**src/rtl/mem_pkg.sv**
```systemverilog
// mem_pkg: types and constants shared by the memory arbiter slice.
//   MEM_W_*      : access-width encoding on the memory bus
//   arb_state_t  : arbiter FSM states
//   owner_t      : which requester currently owns the memory port
package mem_pkg;

  localparam logic [1:0] MEM_W_BYTE = 2'b00;
  localparam logic [1:0] MEM_W_HALF = 2'b01;
  localparam logic [1:0] MEM_W_WORD = 2'b10;

  typedef enum logic [1:0] {ARB_IDLE, ARB_GNT_I, ARB_GNT_D} arb_state_t;
  typedef enum logic {OWN_I, OWN_D} owner_t;

endpackage

```
**src/rtl/mem_arbiter_if.sv**
```systemverilog
// mem_arbiter_if: groups the fetch (i_*), data (d_*) and memory-side signals
// that meet at the arbiter.
//   master : arbiter view (takes both requests and the memory ack/data,
//            drives acks, read data and the forwarded memory request)
//   slave  : environment view (stages + memory model), directions mirrored
interface mem_arbiter_if;
  logic        i_req;
  logic [31:0] i_addr;
  logic        i_ack;
  logic [31:0] i_data;
  logic        d_req;
  logic [31:0] d_addr;
  logic        d_write;
  logic [31:0] d_data_out;
  logic        d_extend;
  logic [1:0]  d_width;
  logic        d_ack;
  logic [31:0] d_data_in;
  logic        req;
  logic [31:0] addr;
  logic        write;
  logic [31:0] data_out;
  logic        extend;
  logic [1:0]  width;
  logic        ack;
  logic [31:0] data_in;

  modport master (
    input  i_req, i_addr, d_req, d_addr, d_write, d_data_out, d_extend, d_width,
           ack, data_in,
    output i_ack, i_data, d_ack, d_data_in, req, addr, write, data_out, extend,
           width
  );

  modport slave (
    output i_req, i_addr, d_req, d_addr, d_write, d_data_out, d_extend, d_width,
           ack, data_in,
    input  i_ack, i_data, d_ack, d_data_in, req, addr, write, data_out, extend,
           width
  );
endinterface

```
**src/rtl/mem_arb_starve_ctr.sv**
```systemverilog
// mem_arb_starve_ctr: saturating count of cycles fetch has been kept waiting.
//   clk, reset_n : clock, synchronous active-low reset
//   i_waiting    : fetch is requesting but does not own the port this cycle
//   i_clear      : fetch completed or stopped requesting
//   o_starve     : count reached FETCH_MAX_WAIT (never set when it is 0)
module mem_arb_starve_ctr #(
  parameter int FETCH_MAX_WAIT = 8
) (
  input  logic clk,
  input  logic reset_n,
  input  logic i_waiting,
  input  logic i_clear,
  output logic o_starve
);

  localparam int CW = (FETCH_MAX_WAIT > 0) ? $clog2(FETCH_MAX_WAIT + 1) : 1;
  localparam logic [CW-1:0] MAXV = CW'(FETCH_MAX_WAIT);

  logic [CW-1:0] r_cnt;

  // clear takes precedence so the cycle of i_ack always leaves the count at 0
  always_ff @(posedge clk) begin
    if (!reset_n)                     r_cnt <= '0;
    else if (i_clear)                 r_cnt <= '0;
    else if (i_waiting && r_cnt != MAXV) r_cnt <= r_cnt + 1'b1;
  end

  assign o_starve = (FETCH_MAX_WAIT != 0) && (r_cnt == MAXV);

endmodule

```
**src/rtl/mem_arbiter.sv**
```systemverilog
// mem_arbiter: shares one memory port between instruction fetch (I, read
// only) and the mem stage (D). D has fixed priority; a starvation counter
// gives I one grant after FETCH_MAX_WAIT lost cycles. A grant that does not
// complete in its first cycle is locked until ack or until the owner drops
// its request (flush).
//   clk, reset_n : clock, synchronous active-low reset
//   bus          : mem_arbiter_if.master (fetch, data and memory signals)
// Optional: define MEM_ARB_STATS_EN to add 32-bit wrapping counters
//   stat_i_xfers, stat_d_xfers, stat_conflict_cycles, stat_starve_grants.
module mem_arbiter
  import mem_pkg::*;
#(
  parameter int FETCH_MAX_WAIT = 8
) (
  input  logic         clk,
  input  logic         reset_n,
  mem_arbiter_if.master bus
`ifdef MEM_ARB_STATS_EN
  ,
  output logic [31:0]  stat_i_xfers,
  output logic [31:0]  stat_d_xfers,
  output logic [31:0]  stat_conflict_cycles,
  output logic [31:0]  stat_starve_grants
`endif
);

  arb_state_t r_state;
  owner_t     w_own;
  logic       w_own_req;
  logic       w_ack;
  logic       w_starve;

  // Owner: locked while in a grant state, otherwise picked this cycle so a
  // combinational ack completes the transfer with no added latency. With no
  // requester the owner defaults to D, whose req is then 0.
  always_comb begin
    w_own = OWN_D;
    case (r_state)
      ARB_GNT_I: w_own = OWN_I;
      ARB_GNT_D: w_own = OWN_D;
      default: begin
        if (w_starve && bus.i_req) w_own = OWN_I;
        else if (bus.d_req)        w_own = OWN_D;
        else if (bus.i_req)        w_own = OWN_I;
        else                       w_own = OWN_D;
      end
    endcase
  end

  assign w_own_req = (w_own == OWN_I) ? bus.i_req : bus.d_req;

  assign bus.req      = reset_n & w_own_req;
  assign bus.addr     = (w_own == OWN_I) ? bus.i_addr : bus.d_addr;
  assign bus.write    = (w_own == OWN_I) ? 1'b0       : bus.d_write;
  assign bus.data_out = bus.d_data_out;
  assign bus.extend   = (w_own == OWN_I) ? 1'b0       : bus.d_extend;
  assign bus.width    = (w_own == OWN_I) ? MEM_W_WORD : bus.d_width;

  // an ack with no outstanding req (e.g. after a flush) is dropped
  assign w_ack      = bus.ack & bus.req;
  assign bus.i_ack  = w_ack & (w_own == OWN_I);
  assign bus.d_ack  = w_ack & (w_own == OWN_D);
  assign bus.i_data    = bus.data_in;
  assign bus.d_data_in = bus.data_in;

  mem_arb_starve_ctr #(.FETCH_MAX_WAIT(FETCH_MAX_WAIT)) u_starve (
    .clk       (clk),
    .reset_n   (reset_n),
    .i_waiting (bus.i_req & (w_own != OWN_I)),
    .i_clear   (bus.i_ack | ~bus.i_req),
    .o_starve  (w_starve)
  );

  always_ff @(posedge clk) begin
    if (!reset_n) begin
      r_state <= ARB_IDLE;
    end else begin
      case (r_state)
        ARB_IDLE:
          if (w_own_req && !bus.ack)
            r_state <= (w_own == OWN_I) ? ARB_GNT_I : ARB_GNT_D;
        default:
          if (!w_own_req || bus.ack) r_state <= ARB_IDLE;
      endcase
    end
  end

`ifdef MEM_ARB_STATS_EN
  // a starve grant is one the counter actually decided: D was also asking
  logic w_forced;
  assign w_forced = (r_state == ARB_IDLE) & w_starve & bus.i_req & bus.d_req;

  always_ff @(posedge clk) begin
    if (!reset_n) begin
      stat_i_xfers         <= '0;
      stat_d_xfers         <= '0;
      stat_conflict_cycles <= '0;
      stat_starve_grants   <= '0;
    end else begin
      if (bus.i_ack)               stat_i_xfers         <= stat_i_xfers + 32'd1;
      if (bus.d_ack)               stat_d_xfers         <= stat_d_xfers + 32'd1;
      if (bus.i_req && bus.d_req)  stat_conflict_cycles <= stat_conflict_cycles + 32'd1;
      if (w_forced)                stat_starve_grants   <= stat_starve_grants + 32'd1;
    end
  end
`endif

endmodule

```
**src/flat_wrapper.sv**
```systemverilog
// flat-port wrapper written by rule: the top's interface ports become plain ports
module mem_arbiter_flat import mem_pkg::*;
#(
  parameter int FETCH_MAX_WAIT = 8
)
  (clk, reset_n, bus_i_req, bus_i_addr, bus_d_req, bus_d_addr, bus_d_write, bus_d_data_out, bus_d_extend, bus_d_width, bus_ack, bus_data_in, bus_i_ack, bus_i_data, bus_d_ack, bus_d_data_in, bus_req, bus_addr, bus_write, bus_data_out, bus_extend, bus_width);
  mem_arbiter_if bus_i ();
  input  logic clk;
  input  logic reset_n;
  input wire logic [$bits(bus_i.i_req)-1:0] bus_i_req;
  input wire logic [$bits(bus_i.i_addr)-1:0] bus_i_addr;
  input wire logic [$bits(bus_i.d_req)-1:0] bus_d_req;
  input wire logic [$bits(bus_i.d_addr)-1:0] bus_d_addr;
  input wire logic [$bits(bus_i.d_write)-1:0] bus_d_write;
  input wire logic [$bits(bus_i.d_data_out)-1:0] bus_d_data_out;
  input wire logic [$bits(bus_i.d_extend)-1:0] bus_d_extend;
  input wire logic [$bits(bus_i.d_width)-1:0] bus_d_width;
  input wire logic [$bits(bus_i.ack)-1:0] bus_ack;
  input wire logic [$bits(bus_i.data_in)-1:0] bus_data_in;
  output wire logic [$bits(bus_i.i_ack)-1:0] bus_i_ack;
  output wire logic [$bits(bus_i.i_data)-1:0] bus_i_data;
  output wire logic [$bits(bus_i.d_ack)-1:0] bus_d_ack;
  output wire logic [$bits(bus_i.d_data_in)-1:0] bus_d_data_in;
  output wire logic [$bits(bus_i.req)-1:0] bus_req;
  output wire logic [$bits(bus_i.addr)-1:0] bus_addr;
  output wire logic [$bits(bus_i.write)-1:0] bus_write;
  output wire logic [$bits(bus_i.data_out)-1:0] bus_data_out;
  output wire logic [$bits(bus_i.extend)-1:0] bus_extend;
  output wire logic [$bits(bus_i.width)-1:0] bus_width;
  assign bus_i.i_req = bus_i_req;
  assign bus_i.i_addr = bus_i_addr;
  assign bus_i.d_req = bus_d_req;
  assign bus_i.d_addr = bus_d_addr;
  assign bus_i.d_write = bus_d_write;
  assign bus_i.d_data_out = bus_d_data_out;
  assign bus_i.d_extend = bus_d_extend;
  assign bus_i.d_width = bus_d_width;
  assign bus_i.ack = bus_ack;
  assign bus_i.data_in = bus_data_in;
  assign bus_i_ack = bus_i.i_ack;
  assign bus_i_data = bus_i.i_data;
  assign bus_d_ack = bus_i.d_ack;
  assign bus_d_data_in = bus_i.d_data_in;
  assign bus_req = bus_i.req;
  assign bus_addr = bus_i.addr;
  assign bus_write = bus_i.write;
  assign bus_data_out = bus_i.data_out;
  assign bus_extend = bus_i.extend;
  assign bus_width = bus_i.width;
  mem_arbiter #(.FETCH_MAX_WAIT(FETCH_MAX_WAIT)) u_core (.clk(clk), .reset_n(reset_n), .bus(bus_i));
endmodule
```
**config.mk**
```make
export PLATFORM = sky130hd
export DESIGN_NAME = mem_arbiter_flat
export DESIGN_NICKNAME = d
export VERILOG_FILES = /design/src/rtl/mem_pkg.sv /design/src/rtl/mem_arbiter_if.sv /design/src/rtl/mem_arb_starve_ctr.sv /design/src/rtl/mem_arbiter.sv /design/src/flat_wrapper.sv
export SDC_FILE = /design/constraint.sdc
export NUM_CORES = 1
export LEC_CHECK = 0
export ABC_AREA = 1
export CAP_MARGIN = 20
export CORE_AREA = 2 2 106 108
export DETAILED_ROUTE_END_ITERATION = 8
export DIE_AREA = 0 0 108 110
export PLACE_DENSITY = 0.68
export SLEW_MARGIN = 0
export SYNTH_ARGS = -nofsm -noshare
export SYNTH_HDL_FRONTEND = slang
export SYNTH_SLANG_ARGS = --single-unit
```
**constraint.sdc**
```tcl
create_clock -name clk -period 1.97 [get_ports clk]
set_input_delay 0.2955 -clock clk [delete_from_list [all_inputs] [get_ports clk]]
set_output_delay 0.2955 -clock clk [all_outputs]
set_load 0.005 [all_outputs]
```
Word level (Yosys, flattened, before mapping) --
Cells that the tools add are included.
Operators by class: bitwise gates (word level) 9, reduce and logical (&&, ||, !) cells 10, mux-type cells 13, eq/ne operators 5, $add $sub $neg 1
Operators by type and width (count):
- 32-bit 2-to-1 mux | 1
- 2-bit 2-to-1 mux | 5
- 1-bit 2-to-1 mux | 6
- 1-bit AND | 5
- 4-bit by 1-bit adder with 4-bit output (second input constant) | 1
- 4-bit equality test (second input constant) | 1
- 4-bit != test (second input constant) | 1
- 1-bit logical AND | 3
- 1-bit inverter | 3
- 2-bit by 1-bit equality test with 1-bit output (second input constant) | 1
- 2-bit equality test (second input constant) | 1
- 1-bit zero test | 2
- 2-bit zero test | 1
- 2-bit by 1-bit != test with 1-bit output (second input constant) | 1
- 1-bit case mux with 2 select lines | 1
- 2-bit AND reduction | 1
- 2-bit nonzero test | 1
- 2-bit OR reduction | 1
- 1-bit logical OR | 1
- 1-bit bitwise OR | 1
Storage, ports and cells: logic and storage cells 40, register bits 6, input bits 137, output and inout port bits 135

Longest topological paths before layout --
Gate-level depths: netlist of the first run.
depth after elaboration 10, depth in mapped cells 12, mapped depth without buffers 12

By module --
A second synthesis of the first run with hierarchy kept.
Second synthesis, totals: cell total of the unflattened synthesis 277, area total of the unflattened synthesis 1620.3 µm²
By module, submodules not included:
- mem_arbiter | cells an instance 244, seq. area each 40.0 µm², times used 1, area each 1388.8 µm²
- mem_arb_starve_ctr | cells an instance 33, seq. area each 80.1 µm², times used 1, area each 231.5 µm²

Worst setup path after synthesis of the first run --
No wires, ideal clock.
path kind register -> output, start point register u_core.r_state[0], end point output port bus_addr[0], arrival time 1352 ps, path slack 323 ps, stages on the path, launching flop included 10, data required time 1674 ps, cell sequence dfxtp_1 inv_1 ha_1 nor2_1 nand2_2 nand2_4 buf_4 buf_6 nand2_1 nand2_1
Between the ends: cells in the longest elaborated chain, start to end 3
Ends and longest elaborated chain:
- from (decl) | RTL line mem_arbiter.sv:27 | arb_state_t r_state;
- from (signal assigned) | RTL line mem_arbiter.sv:81 | r_state <= (w_own == OWN_I) ? ARB_GNT_I : ARB_GNT_D;
- 2-bit equality test / 2-bit by 1-bit equality test with 1-bit output (equally long branches) | RTL line mem_arbiter.sv:38 | case (r_state)
- 1-bit case mux with 2 select lines * | RTL line mem_arbiter.sv:38
- 32-bit 2-to-1 mux * | RTL line mem_arbiter.sv:53 | assign bus.addr = (w_own == OWN_I) ? bus.i_addr : bus.d_addr;
- to (decl) | RTL line flat_wrapper.sv:25 | output wire logic [$bits(bus_i.addr)-1:0] bus_addr;
Mark *: on every way between the ends. The rest lies on a longest branch, timed or not.

Worst setup path after layout of the first run --
start point register u_core.r_state[0], end point output port bus_addr[18]
Same word-level chain as after synthesis.

==> results of run 1 <==
==> power by group through the flow <==
stage / logic, mW / registers (mW) / clock network (mW)
CTS: 2.31 / 0.146 / 0.190
detailed placement: 1.63 / 0.143 / 0
floorplan: 0.829 / 0.144 / 0
finish: 2.55 / 0.147 / 0.185
global placement: 1.60 / 0.142 / 0
global route: 2.78 / 0.149 / 0.199
==> cells in the mapped netlist <==
cell,count,share of area [%]
or2_1,1,0.38
ha_1,4,3.1
nand3_2,2,1.2
o21ai_1,3,0.92
nand3_1,4,1.2
inv_1,18,4.2
buf_4,97,45
nand2_4,1,0.69
o21bai_2,1,0.69
inv_6,1,0.54
nand3_4,1,1.1
inv_2,2,0.46
nand2_1,105,24
dfxtp_1,6,7.4
nand4_1,2,0.77
a21oi_1,2,0.62
nand2_2,2,0.77
xnor2_1,2,1.1
buf_6,2,1.4
buf_2,4,1.2
xor2_1,1,0.54
nor2_1,12,2.8
==> layout by cell type (no fill, tap or decap), drive strengths merged, types with 2 or more instances in the layout <==
cell type and instances:
nor2 12, buf 74, ha 4, a21oi 2, xnor2 2, nand4 2
clkdlybuf4s50 71, o21ai 3, nand3 7, inv 25, dfxtp 6, nand2 108
clkbuf 8
==> worst max-delay path, stage by stage (launching register included) <==
cell,delay [ns]
dfxtp_2,0.33
inv_2,0.05
ha_4,0.26
nor2_4,0.10
nand2_4,0.07
nand2_4,0.08
buf_12,0.19
inv_16,0.07
buf_12,0.13
nand2_2,0.04
nand2_1,0.05
buf_2,0.12
==> layer usage <==
layer  wire length [µm]  track usage (%)  up-vias
li1                   -                -      836
met1               2640             12.7      729
met2               3620             20.7      134
met3                925             5.47       20
met4                199             3.75        0
met5                  0                0        -
==> through the flow <==
step           instances  util, %  power (mW)  hold WS, ns
2_1_floorplan        273        -       0.973        0.422
3_3_place_gp         437     21.4        1.74        0.466
3_5_place_dp         437     21.4        1.78        0.488
4_1_cts              463     24.4        2.65        0.494
5_1_grt              469     26.4        3.13        0.521
6_report             469     26.4        2.88        0.491
==> final cells by class <==
cell class	count	area share, %
repair inverters	4	2.57
inverters	21	3.45
clock buffers	3	1.46
well taps	140	6.19
repair buffers	152	49.8
flip-flops and latches	6	4.42
multi-input cells	143	32.2
==> registers in the layout (all words and copies together) (netlist names) <==
name,flops
u_core.r_state,2
u_core.u_starve.r_cnt,4
==> logic make-up after synthesis <==
family,Yosys count
AND/OR/NAND/NOR,130
flip-flops,6
AO/OA/AOI/OAI,6
adder cells (fa/ha/maj),4
XOR/XNOR,3
buffers and inverters,124
==> path summary, 6_finish.rpt <==
path,start,endpoint,slack [ns],depth (start not counted)
worst min-delay path,u_core.r_state[0],u_core.r_state[0],0.49,2
worst max register to register,u_core.r_state[0],u_core.u_starve.r_cnt[1],0,13
worst max-delay path,u_core.r_state[0],bus_addr[18],-0.05,11
worst min register to register,u_core.r_state[0],u_core.r_state[0],0.49,2
==> repair_timing <==
action | CTS | global route
gates resized for setup | 193 | 73
cloned | 7 | 0
setup endpoints to repair | 39 | 43
hold buffers | 0 | 0
pin swaps | 9 | 12
setup buffers | 16 | 10
==> summary.md, run 1 <==
| Metric | Value |
|---|---|
| Status | finished with violations |
| Failing checks | negative setup slack |
| Setup tns final | -0.567 ns |
| Critical Path Sink Type | primary output |
| Slew at the pin closest to its max-slew limit | 0.171 ns |
| Diode count | 0 |
| Complex-gate fraction of the synthesized area | 2.23% |
| Vias per inst | 3.67 |
| Area of the multi-input gates | 910 µm² |
| Fillers | 1165 |
| GRT overflow | 0 |
| Die W | 108 µm |
| Register area share after synthesis | 7.38% |
| DRC Markers | 0 |
| Post-synthesis cell area | 0.00163 mm² |
| Simple-gate share of the synthesized area | 33.2% |
| Synth Area per Inst | 5.96 µm² |
| Final GP Congestion | 0.653 |
| Main combinational cell family by area after synthesis | buffers and inverters |
| Clock transition at path regs | 0.04 ns |
| Sequential cell area | 125 µm² |
| Routed vias | 1719 |
| Max_cap viols | 0 |
| Post-synthesis mux area share | 0% |
| Core area | 0.0107 mm² |
| Hpwl dp | 4810 µm |
| TritonCTS clock tree | yes |
| First-pass GRT wire length | 10300 µm |
| Max_slew headroom | 88.6% |
| Pwr dens | 1020 mW/mm² |
| I/O Buffers | 111 |
| Chip height | 110 µm |
| Placed instance area | 0.00229 mm² |
| NumNets Final | 472 |
| Starting Density | 15.2% |
| Highest fanout seen on the critical path | 8 |
| Final worst slack | -0.0479 ns |
| Vias in the first global route | 1766 |
| Latest clock arrival within the worst-skew pair | 0.22 ns |
| Syn nets | 414 |
| Psw | 1.29 mW |
| P_leak | 1.35 nW |
| CP required | 1.67 ns |
| Fmax | 0.496 GHz |
| Synth Warn # | 0 |
| Adder-cell share of the synthesized area | 3.08% |
| VDD IR max | 0.528 mV |
| Die ar. | 0.0119 mm² |
| Final hold vios | 0 |
| Top Ports | 272 |
| Final Setup Violations | 23 |
| Row cnt | 38 |
| Flop pwr share | 5.1% |
| Crit start category | flip-flop |
| Largest net degree at the start of global routing | 11 |
| Final period util | 102% |
| Combinational Power Share | 88.5% |
| Synth Area in XOR/XNOR | 1.62% |
| Sw Ratio | 44.7% |
| DR iter-0 viols | 48 |
| Pre-CTS setup slack | -0.299 ns |
| WL final | 7380 µm |
| Total GRT Usage | 11.8% |
| Type of the tightest min-delay check | flip-flop to flip-flop |
| #FFs+latches synth | 6 |
| Layout cells sized above 1 | 48.0% |
| Distinct cell type count after synthesis | 22 |
| Fin area | 0.00283 mm² |
| Cells after synthesis | 273 |
| Arr. time, crit path | 1.72 ns |
| Post-DRT Antenna Nets | 0 |
| DRT Pass-1 Iters | 4 |
| TritonCTS Buffers | 3 |
| Initial antenna violation count | 0 |
| Area delta synth->final | 73.9% |
| Setup Crit Path Kind | flip-flop to primary output |
| Post-route minimum period | 2.02 ns |
| CTS Sinks | 6 |
| Slew Limit Fails | 0 |
| Unrepaired setup endpoints after global routing | yes |
| Clk buf depth | 2 |
| Clk pwr share | 6.4% |
| H-Tree Depth | 1 |
| Routed WL per cell | 15.7 µm |
| Root buffer cell | clkbuf_8 |
| Power Internal | 1.59 mW |
| Setup Skew | 0.000310 ns |
Note: power is estimated with default switching activity, not from simulation.
==> inputs of run 2 (changes only) <==
--- a/config.mk
+++ b/config.mk
@@ -14,4 +14,5 @@
 export SLEW_MARGIN = 0
 export SYNTH_ARGS = -nofsm -noshare
 export SYNTH_HDL_FRONTEND = slang
+export SYNTH_HIERARCHICAL = 1
 export SYNTH_SLANG_ARGS = --single-unit
==> run 2 against run 1 <==
Net effect: the run still ends with negative setup slack left; final area is 5.9% lower; synthesized cell count rose by 1.5%; sequential cell count unchanged; worst setup slack got worse by 0.15 ns; via count up 1.6%; routed wire length rose by 0.34%; count of clock-buffer cells in the layout did not move; worst hold slack improved by 0.0068 ns; critical endpoint is now bus_addr[27].
==> summary.md, run 2 <==
| Metric | Value |
|---|---|
| CP required | 1.67 ns (about the same) |
| Share of the synthesized area in the top cell type | 45.9% (+1.1 points) |
| Routed WL per cell | 15.8 µm (+0.55%) |
| First-pass GRT wire length | 8630 µm (-16%) |
| Failing checks | negative setup slack |
| GRT overflow | 0 (unchanged) |
| #FFs+latches synth | 6 (unchanged) |
| Die ar. | 0.0119 mm² (unchanged) |
| TritonCTS Buffers | 3 (unchanged) |
| Core area | 0.0107 mm² (unchanged) |
| Psw | 1.09 mW (-15%) |
| DRT Pass-1 Iters | 4 (unchanged) |
| Status | finished with violations |
| Worst path slowest cell | dfxtp_2 |
| Most frequent cell after synthesis | nand2_1 |
| Initial antenna violation count | 1 (+1) |
| Max_slew headroom | 87.9% (-0.66 points) |
| Final hold vios | 0 (unchanged) |
| Highest fanout seen on the critical path | 4 (-4) |
| Synth top cells by count | 107 x nand2_1, 99 x buf_4, 19 x inv_1, 12 x nor2_1 |
| Flop pwr share | 5.7% (+0.6 points) |
| CTS Sinks | 6 (unchanged) |
| Syn nets | 418 (+0.97%) |
| H-Tree Depth | 1 (unchanged) |
| Crit start category | flip-flop |
| Row cnt | 38 (unchanged) |
| Ys flop type | dfxtp_1 |
| Area leader, netlist | buf_4 |
| Vias in the first global route | 1638 (-7.2%) |
| Area delta synth->final | 64.3% |
| Synth Warn # | 6 (+6) |
| Fillers | 1186 (+1.8%) |
| P_leak | 1.30 nW (-3.9%) |
| Slew Limit Fails | 0 (unchanged) |
| Cells after synthesis | 277 (+1.5%) |
| Diode count | 0 (unchanged) |
| Setup Skew | 0.00138 ns (+0.00107 ns) |
| Post-DRT Antenna Nets | 0 (unchanged) |
| Root buffer cell | clkbuf_8 |
| Register area share after synthesis | 7.41% (+0.029 points) |
| Distinct cell type count after synthesis | 19 (-14%) |
| Cell family with the largest share of critical-path delay | buffers and inverters |
| Type of the tightest min-delay check | input pin to flip-flop |
| DR iter-0 viols | 70 (+46%) |
| I/O Buffers | 111 (unchanged) |
| Critical Path Sink Type | primary output |
| Setup tns final | -3.61 ns (-3.04 ns) |
| Routed vias | 1746 (+1.6%) |
| WL final | 7410 µm (+0.34%) |
| Synth area leaders | buf_4 46%, nand2_1 25%, dfxtp_1 7.4%, inv_1 4.4%, ha_1 3.1% |
| Arr. time, crit path | 1.87 ns (+0.15 ns) |
| Placed instance area | 0.00227 mm² (-0.82%) |
| Final GP Congestion | 0.671 (+2.7%) |
| Final Setup Violations | 35 (+52%) |
| Setup Crit Path Kind | flip-flop to primary output |
| Post-route minimum period | 2.17 ns (+0.149 ns) |
| DRC Markers | 0 (unchanged) |
| Final period util | 110% (+7.6 points) |
| Chip height | 110 µm (unchanged) |
| Layout cells sized above 1 | 36.0% (-12 points) |
| Starting Density | 15.1% (-0.058 points) |
| Clock transition at path regs | 0.04 ns (about the same) |
| Pwr dens | 974 mW/mm² (-4.3%) |
| Largest registers | u_core/u_starve/r_cnt x4, u_core/r_state x2 |
| Most frequent cells in the layout | 97 x nand2_1, 71 x clkdlybuf4s50_1, 23 x buf_4 |
| Total GRT Usage | 9.66% (-2.1 points) |
| Pre-CTS setup slack | -0.310 ns (-0.0114 ns) |
| Power Internal | 1.50 mW (-5.4%) |
| Critical Path Max Stage Delay | 0.32 ns (about the same) |
| Max reg flops | 4 (unchanged) |
| VDD IR max | 0.512 mV (-3.1%) |
| Post-synthesis cell area | 0.00162 mm² (-0.38%) |
| Vias per inst | 3.73 (+1.8%) |
| Combinational Power Share | 87.1% (-1.4 points) |
| Fmax | 0.461 GHz (-6.9%) |
| Sw Ratio | 42.0% (-2.7 points) |
| Top reg by flops | u_core/u_starve/r_cnt |
| NumNets Final | 471 (-0.21%) |
| Largest net degree at the start of global routing | 37 (+26) |
| Top Ports | 272 (unchanged) |
| Crit path cell chain | inv_2 > ha_4 > nor2_4 > nand2_4 > nand2_8 > inv_6 > buf_12 > buf_16 > buf_8 > buf_6 > nand2_2 > nand2_1 > buf_2 |
| TritonCTS clock tree | yes |
| Fin area | 0.00266 mm² (-5.9%) |
| Post-synth EDFFs | 0 (unchanged) |
| Power Total | 2.59 mW (-9.9%) |
| Hpwl dp | 4770 µm (-0.88%) |
| Final worst slack | -0.197 ns (-0.149 ns) |
| Latest clock arrival within the worst-skew pair | 0.22 ns (about the same) |
| Asr flop ratio synth | 0% (unchanged) |
| Clk buf depth | 2 (unchanged) |
| Worst hold margin | 0.497 ns (+0.00676 ns) |
| Unrepaired setup endpoints after global routing | yes |
| Buf/Inv on CP | 7 (+2) |
| Die W | 108 µm (unchanged) |
| Max_cap viols | 0 (unchanged) |
| Slew at the pin closest to its max-slew limit | 0.181 ns (+0.0100 ns) |
| Synth Area per Inst | 5.85 µm² (-1.8%) |
| Clk pwr share | 7.2% (+0.8 points) |
| Commonest non-fill, non-tap cell in the layout | nand2_1 |
-- run 2: path summary, 6_finish.rpt --
kind | startpoint | endpoint | cells after the start | slack, ns
hold / removal | bus_i_req | u_core/u_starve/r_cnt[2] | 5 | 0.50
setup / recovery | u_core/r_state[1] | bus_addr[27] | 13 | -0.20
hold reg to reg | u_core/u_starve/r_cnt[1] | u_core/u_starve/r_cnt[1] | 3 | 0.60
setup reg to reg | u_core/r_state[0] | u_core/u_starve/r_cnt[0] | 16 | 0.06
-- run 2: through the flow --
stage                     cells  util [%]
after floorplan             277         -
after global placement      440      21.2
after detailed placement    440      21.2
after CTS                   459      23.5
after global routing        468      24.9
final                       468      24.9
-- run 2: power by group through the flow --
stage / Combinational [mW] / Sequential [mW] / Clock [mW]
final: 2.26 / 0.148 / 0.186
after global routing: 2.46 / 0.148 / 0.198
after CTS: 1.97 / 0.146 / 0.194
after detailed placement: 1.59 / 0.145 / 0
after global placement: 1.56 / 0.144 / 0
after floorplan: 0.835 / 0.147 / 0
-- run 2: routing by layer --
metal	global-route usage (%)	vias up	routed length, µm
met5	0	-	12
met4	3.48	2	179
met3	5.58	28	972
met2	16.9	133	3640
met1	9.53	745	2600
li1	-	838	-
-- run 2: kinds of logic after synthesis --
group,after synthesis,synth area share [%]
flops,6,7.41
compound gates,6,1.93
buf+inv,124,52.7
fa+ha+maj,4,3.09
simple gates,137,34.8
-- run 2: cell type report --
class                   instances  area, µm²  share of cell area [%]
clock buffers                   3       41.3                    1.55
inverters                      21       86.3                    3.24
multi-input cells             147        766                    28.8
flip-flops and latches          6        125                    4.70
well taps                     140        175                    6.58
repair buffers                151       1470                    55.2
-- run 2: repair_timing --
item | CTS | global route
gates cloned | 3 | 4
resized for setup | 150 | 42
hold endpoints to repair | 0 | 0
setup endpoints to repair | 39 | 43
hold buffers | 0 | 0
pin swaps | 3 | 16
buffers inserted | 13 | 8
-- run 2: worst reg2reg max path: cells and delay by family (launching register included) --
family	cells	cell delay (ns)
AO/OA/AOI/OAI	1	0.17
adder cells (fa/ha/maj)	1	0.15
buffers and inverters	6	0.58
flip-flops	1	0.32
AND/OR/NAND/NOR	8	0.57
==> inputs of run 3 (changes only) <==
--- a/config.mk
+++ b/config.mk
@@ -10,6 +10,7 @@
 export CORE_AREA = 2 2 106 108
 export DETAILED_ROUTE_END_ITERATION = 8
 export DIE_AREA = 0 0 108 110
+export GPL_ROUTABILITY_DRIVEN = 0
 export PLACE_DENSITY = 0.68
 export SLEW_MARGIN = 0
 export SYNTH_ARGS = -nofsm -noshare
==> results of run 3 <==
No change in the layout: final DEF, timing and power equal those of run 2.
